`src/rtl/light_pwm_driver.sv`:
```
// Registered RGB PWM for the two traffic-light LEDs; codes latched only at PWM period boundaries.
// Optional LIGHT_PWM_FADE_EN: levels step one count per period toward their target instead of jumping.
module light_pwm_driver #(
    parameter int PRESCALE      = 8,
    parameter int DUTY          = 64,
    parameter int BLINK_PERIODS = 122
) (
    input  logic       clk,
    input  logic       rst_n,
    input  logic [2:0] light1,
    input  logic [2:0] light2,
    output logic       ld4_r,
    output logic       ld4_g,
    output logic       ld4_b,
    output logic       ld5_r,
    output logic       ld5_g,
    output logic       ld5_b,
    output logic       fault1,
    output logic       fault2
);

    localparam int PW = (PRESCALE > 1) ? $clog2(PRESCALE) : 1;
    localparam int BW = (BLINK_PERIODS > 1) ? $clog2(BLINK_PERIODS) : 1;
    localparam logic [7:0] L_FULL = 8'(DUTY);
    localparam logic [7:0] L_HALF = 8'(DUTY >> 1);

    typedef struct packed {
        logic       flt;
        logic [7:0] r;
        logic [7:0] g;
    } tgt_t;

    function automatic tgt_t decode(input logic [2:0] code, input logic phase);
        tgt_t t;
        t = '0;
        case (code)
            3'b100:  t.r = L_FULL;
            3'b010:  begin t.r = L_FULL; t.g = L_HALF; end
            3'b001:  t.g = L_FULL;
            3'b000:  t = '0;
            default: begin t.flt = 1'b1; t.r = phase ? L_FULL : 8'd0; end
        endcase
        return t;
    endfunction

`ifdef LIGHT_PWM_FADE_EN
    function automatic logic [7:0] step(input logic [7:0] cur, input logic [7:0] tgt);
        if (cur < tgt)      return cur + 8'd1;
        else if (cur > tgt) return cur - 8'd1;
        else                return cur;
    endfunction
`endif

    logic [PW-1:0] r_presc;
    logic [7:0]    r_pwm_cnt;
    logic [BW-1:0] r_blink_cnt;
    logic          r_blink_phase;
    logic [7:0]    r_lvl4_r, r_lvl4_g, r_lvl5_r, r_lvl5_g;
    logic          r_fault1, r_fault2;
    logic          r_ld4_r, r_ld4_g, r_ld5_r, r_ld5_g;

    logic          w_tick;
    logic          w_boundary;
    tgt_t          w_tgt4, w_tgt5;
    logic [7:0]    w_nxt4_r, w_nxt4_g, w_nxt5_r, w_nxt5_g;

    assign w_tick     = (r_presc == PW'(PRESCALE - 1));
    assign w_boundary = w_tick && (r_pwm_cnt == 8'hFF);

    always_comb begin
        w_tgt4 = decode(light1, r_blink_phase);
        w_tgt5 = decode(light2, r_blink_phase);
`ifdef LIGHT_PWM_FADE_EN
        // Blinking fault must stay crisp, so it bypasses the ramp.
        w_nxt4_r = w_tgt4.flt ? w_tgt4.r : step(r_lvl4_r, w_tgt4.r);
        w_nxt4_g = w_tgt4.flt ? w_tgt4.g : step(r_lvl4_g, w_tgt4.g);
        w_nxt5_r = w_tgt5.flt ? w_tgt5.r : step(r_lvl5_r, w_tgt5.r);
        w_nxt5_g = w_tgt5.flt ? w_tgt5.g : step(r_lvl5_g, w_tgt5.g);
`else
        w_nxt4_r = w_tgt4.r;
        w_nxt4_g = w_tgt4.g;
        w_nxt5_r = w_tgt5.r;
        w_nxt5_g = w_tgt5.g;
`endif
    end

    always_ff @(posedge clk or negedge rst_n) begin
        if (!rst_n) begin
            r_presc   <= '0;
            r_pwm_cnt <= '0;
        end else begin
            r_presc <= w_tick ? '0 : r_presc + 1'b1;
            if (w_tick)
                r_pwm_cnt <= r_pwm_cnt + 8'd1;
        end
    end

    always_ff @(posedge clk or negedge rst_n) begin
        if (!rst_n) begin
            r_blink_cnt   <= '0;
            r_blink_phase <= 1'b1;
        end else if (w_boundary) begin
            if (r_blink_cnt == BW'(BLINK_PERIODS - 1)) begin
                r_blink_cnt   <= '0;
                r_blink_phase <= ~r_blink_phase;
            end else begin
                r_blink_cnt <= r_blink_cnt + 1'b1;
            end
        end
    end

    always_ff @(posedge clk or negedge rst_n) begin
        if (!rst_n) begin
            r_lvl4_r <= '0;
            r_lvl4_g <= '0;
            r_lvl5_r <= '0;
            r_lvl5_g <= '0;
            r_fault1 <= 1'b0;
            r_fault2 <= 1'b0;
        end else if (w_boundary) begin
            r_lvl4_r <= w_nxt4_r;
            r_lvl4_g <= w_nxt4_g;
            r_lvl5_r <= w_nxt5_r;
            r_lvl5_g <= w_nxt5_g;
            r_fault1 <= w_tgt4.flt;
            r_fault2 <= w_tgt5.flt;
        end
    end

    always_ff @(posedge clk or negedge rst_n) begin
        if (!rst_n) begin
            r_ld4_r <= 1'b0;
            r_ld4_g <= 1'b0;
            r_ld5_r <= 1'b0;
            r_ld5_g <= 1'b0;
        end else begin
            r_ld4_r <= (r_pwm_cnt < r_lvl4_r);
            r_ld4_g <= (r_pwm_cnt < r_lvl4_g);
            r_ld5_r <= (r_pwm_cnt < r_lvl5_r);
            r_ld5_g <= (r_pwm_cnt < r_lvl5_g);
        end
    end

    assign ld4_r  = r_ld4_r;
    assign ld4_g  = r_ld4_g;
    assign ld4_b  = 1'b0;
    assign ld5_r  = r_ld5_r;
    assign ld5_g  = r_ld5_g;
    assign ld5_b  = 1'b0;
    assign fault1 = r_fault1;
    assign fault2 = r_fault2;

endmodule
```
`config.mk`:
```
export PLATFORM = sky130hd
export DESIGN_NAME = light_pwm_driver
export DESIGN_NICKNAME = d
export VERILOG_FILES = /design/src/rtl/light_pwm_driver.sv
export SDC_FILE = /design/constraint.sdc
export NUM_CORES = 1
export LEC_CHECK = 0
export CELL_PAD_IN_SITES_DETAIL_PLACEMENT = 1
export CELL_PAD_IN_SITES_GLOBAL_PLACEMENT = 2
export CORE_UTILIZATION = 36
export CTS_CLUSTER_SIZE = 14
export DETAILED_ROUTE_END_ITERATION = 6
export PLACE_DENSITY_LB_ADDON = 0.1
export SLEW_MARGIN = 20
export SYNTH_ARGS = -nofsm -noshare
export SYNTH_HDL_FRONTEND = slang
export SYNTH_SLANG_ARGS = --single-unit
export TNS_END_PERCENT = 20
```
`constraint.sdc`:
```
create_clock -name clk -period 2.4 [get_ports clk]
set_input_delay 0.36 -clock clk [delete_from_list [all_inputs] [get_ports clk]]
set_output_delay 0.36 -clock clk [all_outputs]
set_load 0.005 [all_outputs]
```
## After elaboration in Yosys (flattened, before gate mapping)

Cells that the tools add are included.

- Input bits: 8
- Word-level logic and storage cells: 50
- Flip-flop bits (word level): 57
- Output and inout port bits: 8

- Muxes and demuxes: 9
- $add $sub $neg: 3
- Reduce and logical (&&, ||, !) cells: 10
- $lt $le $gt $ge: 4
- Bitwise operators: 1
- Equal/unequal tests: 9

Operators by type and width:

| cell | number |
|---|---|
| $pmux W7 S2 | 4 |
| $lt A8 B8 Y1 | 4 |
| $mux W7 | 2 |
| $eq A3 B3 Y1 const B | 3 |
| $add A8 B1 Y8 const B | 1 |
| $eq A8 B8 Y1 const B | 1 |
| $reduce_or A2 Y1 | 4 |
| $reduce_or A4 Y1 | 2 |
| $add A7 B1 Y7 const B | 1 |
| $eq A7 B7 Y1 const B | 1 |
| $eq A3 B1 Y1 const B | 2 |
| $eq A3 B2 Y1 const B | 2 |
| $logic_not A3 Y1 | 2 |
| $add A3 B1 Y3 const B | 1 |
| $mux W3 | 1 |
| $mux W1 | 2 |
| $reduce_and A2 Y1 | 1 |
| $logic_and A1 B1 Y1 | 1 |
| $not A1 Y1 | 1 |

## Logic depth before layout (Yosys ltp)

- Word-level depth: 3
- Depth in mapped cells: 8
- Depth with buffers taken out: 6

## Worst setup path before layout

OpenSTA, ideal clock, no wires.

- Path kind: register -> register
- Start: register r_presc[0]
- End: register r_blink_cnt[2]
- Clock period less this slack: 1.696 ns
- Library setup time: 0.130 ns
- Arrival time: 1.567 ns
- Cell stages (with the launch flop): 9
- Data required time: 2.270 ns
- Path buffers: 2
- Setup slack: 0.704 ns
- Path through: dfrtp_1 > ha_1 > ha_1 > buf_4 > and3_4 > and3_1 > buf_4 > a31oi_1 > a31oi_1

- Cells in the longest elaborated chain, start to end: 2

Ends and longest elaborated chain:

| item | line | RTL |
|---|---|---|
| start: declaration | 54 | `logic [PW-1:0] r_presc;` |
| start signal: assignment | 92 | `r_presc <= w_tick ? '0 : r_presc + 1'b1;` |
| $eq A3 B3 Y1 | 67 | `assign w_tick = (r_presc == PW'(PRESCALE - 1));` |
| $logic_and A1 B1 Y1 | 68 | `assign w_boundary = w_tick && (r_pwm_cnt == 8'hFF);` |
| end signal: assignment | 107 | `r_blink_cnt <= r_blink_cnt + 1'b1;` |
| end: declaration | 56 | `logic [BW-1:0] r_blink_cnt;` |

No other way between the ends.
A chain may end at the register's enable or synchronous reset.

## Worst setup path in the final report

- Start: register r_presc[0]
- End: register r_blink_cnt[5]

The elaborated chain is that of the path after synthesis.

==> summary.md <==
| Metric | Value |
|---|---|
| Status | completed |
| Worst Path Buf+Inv | 0 |
| Max Slew Vio Count | 0 |
| Placer congestion estimate | 0.695 |
| First-pass GRT wire length | approximately 4900 um |
| Mapped Area | 1420 um2 |
| Die Wd | 64.9 um |
| Worst path slowest cell | and3_1 |
| I/O pins | 16 |
| Final min period | approximately 1900 ps |
| Comb power frac | about 3.2% |
| Port Buffers | 13 |
| Max Fclk | 527 MHz |
| CTS Hold Buffers Added | 0 |
| Crit path to | r_blink_cnt[5] |
| Via count | roughly 1000 |
| DRC viols | 0 |
| Internal | approximately 0.87 mW |
| Post-DRT Antenna Nets | 0 |
| Largest net degree at the start of global routing | 32 |
| Routed WL | between 2000 and 3000 um |
| CP arrival | ~2100 ps |
| CTS resizes | 0 |
| Leakage | a little under 0.8 nW |
| R2R Setup Slk | ~500 ps |
| Clk pwr share | between 40% and 50% |
| Core footprint | 3720 um2 |
| Antenna diodes | 0 |
| Total gr overflow | 0 |
| Max-Cap Viols | 0 |
| CP Capture Type | flip-flop |
| CP delay by family, top | simple AND/OR/NAND/NOR gates |
| WL/cell | 14.6 um |
| Power Dens Cells | 637 nW/um2 |
| CTS Buffer Depth | 2 |
| Initial Util | between 30% and 40% |
| P&R area growth vs syn | 19.7% |
| Syn. warnings | 0 |
| Clk_lat worst skew | between 200 and 300 ps |
| Peak VDD IR | about 0.25 mV |
| Mapped Cells | ~130 |
| Syn_area_per_cell | between 10 and 15 um2 |
| Final setup viols | 0 |
| CP cell instances | ha_1 -> ha_1 -> and3_4 -> and3_1 -> nand2_1 -> o31ai_1 |
| Sequential power share | between 40% and 50% |
| Setup TNS | 0 ps |
| Initial antenna violation count | 0 |
| EDFF count, synth | 0 |
| Crit-path max FO | 10 |
| DRT Pass-1 Iters | 3 |
| Ys flop type | dfrtp_1 |
| Crit path depth | 6 |
| Post-CTS Setup Repair Bufs | 0 |
| Cell mode on critical path | ha_1 |
| Asr flop ratio synth | 100% |
| CP startpoint kind | flip-flop |
| R2r endpoint | r_blink_cnt[5] |
| Hold WS | 436 ps |
| Post-layout net count | roughly 160 |
| Row cnt | 22 |
| Worst hold path class | flip-flop to flip-flop |
| Final HPWL DP | ~2100 um |
| Clock-pin slew on the worst setup and hold paths | roughly 70 ps |
| Die H | around 65 um |
| Switch share | between 10% and 20% |
| Post-synthesis sequential area ratio | 54.6% |
| CP peak stage delay | 410 ps |
| Vias in the first global route | 1072 |
| Critical path type | flip-flop to flip-flop |
| Share of cells above drive strength 1 | 10.1% |
| CTS Root Buffer Type | clkbuf_8 |
| Full die area | between 4000 and 5000 um2 |
| Vias per cell | 5.09 |
| CTS buffer count | 5 |
| FF-to-FF path depth | 6 |
| Final hold violations | 0 |
| Worst r2r src | r_presc[0] |
| Switch Pwr | 0.214 mW |
| H-tree levels | 2 |
| Worst path required time | ~2600 ps |
| Initial DRC Count | 34 |
| All-layer global routing usage | around 16% |
| Final cycle utilization of the critical path | approximately four fifths |
| Synth cell types | 35 |
| RSZ-0062 raised after global routing | false |
| CTS sink cnt | 31 |
| CTS tree | done |
| Critical path launch point | r_presc[0] |
| FF+latch count, synth | 31 |
| Setup Skew | around 7.5 ps |
-- flip-flops by register name (all words and copies together), names as in the netlist --
| name | count |
|---|---|
| ld5_g | 1 |
| r_lvl5_r | 1 |
| r_presc | 3 |
| r_blink_phase | 1 |
| ld5_r | 1 |
| fault1 | 1 |
| fault2 | 1 |
| r_lvl4_r | 1 |
| r_pwm_cnt | 8 |
| r_blink_cnt | 7 |
| ld4_r | 1 |
| r_lvl5_g | 2 |
| ld4_g | 1 |
| r_lvl4_g | 2 |
-- through the flow --
step	cell area [um2]	total power, mW	instances	setup WS [ps]	util [%]
after floorplan	1430	0.541	132	704	-
after global placement	1590	0.567	188	584	42.7
after detailed placement	1590	0.569	188	488	42.7
after CTS	1700	1.10	196	465	45.9
after global routing	1700	1.12	196	273	45.9
final	1700	1.09	196	504	45.9
-- cells in the final DEF, fill, tap and decap left out, types with 3 or more instances in the layout --
cell type and instances:
dfrtp_1 30, nand2_1 16, clkdlybuf4s50_1 13, o21ai_0 9, nor2_1 7, ha_1 7, nand3_1 6, clkbuf_8 6
inv_1 4, a21oi_1 4, xnor2_1 4, xor2_1 4, and3_1 3, o22ai_1 3, a31oi_1 3, o31ai_1 3
-- layer usage --
| layer | global-route usage [%] | share of wire [%] | wire length [um] |
|---|---|---|---|
| met1 | 18.8 | 47 | 1340 |
| met2 | 27.2 | 48 | 1370 |
| met3 | 4.23 | 3.5 | 99 |
| met4 | 7.50 | 1.6 | 47 |
| met5 | 0 | 0 | 0 |
-- synth_stat cells (2+ instances only) --
cell type / number / area (um2)
inv_1: 4 / 15.0
buf_4: 4 / 30.0
nand2_1: 16 / 60.1
a31oi_1: 3 / 18.8
o21ai_0: 9 / 45.0
nor2_1: 7 / 26.3
xor2_1: 4 / 35.0
ha_1: 7 / 87.6
dfrtp_1: 30 / 751
o31ai_1: 3 / 22.5
and3_1: 3 / 18.8
a21oi_1: 4 / 20.0
nand3_1: 6 / 30.0
xnor2_1: 4 / 35.0
nand2b_1: 2 / 12.5
nand4_1: 2 / 12.5
o22ai_1: 3 / 18.8
a211oi_1: 2 / 15.0
nor3b_1: 2 / 15.0
-- kinds of logic after synthesis --
kind of cell             synth area share (%)
AND/OR/NAND/NOR                          16.7
flip-flops                               54.6
AO/OA/AOI/OAI                            12.1
buffers and inverters                    3.78
XOR/XNOR                                 4.92
adder cells (fa/ha/maj)                  6.15
multiplexers                             1.49
other                                   0.263
-- worst reg2reg max path, cell delays in order (launching register included) --
cell     delay (ps)
dfrtp_1         350
ha_1            150
ha_1            280
and3_4          240
and3_1          410
nand2_1         130
o31ai_1         220
-- power groups by stage --
stage	combinational [mW]	clock (mW)	sequential, mW
after floorplan	0.00842	0	0.532
after global placement	0.0350	0	0.532
after detailed placement	0.0367	0	0.532
after CTS	0.0367	0.543	0.522
after global routing	0.0400	0.561	0.522
final	0.0352	0.528	0.523
-- worst min-delay path by stage --
| stage | start | to | slack [ps] | depth (start not counted) |
|---|---|---|---|---|
| after CTS | r_presc[0] | r_presc[0] | 440 | 1 |
| after floorplan | rst_n | fault1 | 60 | 0 |
| final | r_presc[0] | r_presc[0] | 440 | 1 |
| after detailed placement | r_presc[0] | r_presc[0] | 430 | 1 |
| after global routing | r_presc[0] | r_presc[0] | 470 | 1 |
| after global placement | r_presc[0] | r_presc[0] | 420 | 1 |
-- final cells by class --
cell class	instances	area (um2)
clock inverter	2	35.0
multi-input combinational	91	597
timing repair buffer	14	138
tap	48	60.1
inverter	4	15.0
fill	413	2010
clock buffer	6	82.6
sequential	31	777
Note: power is estimated with default switching activity, not from simulation.
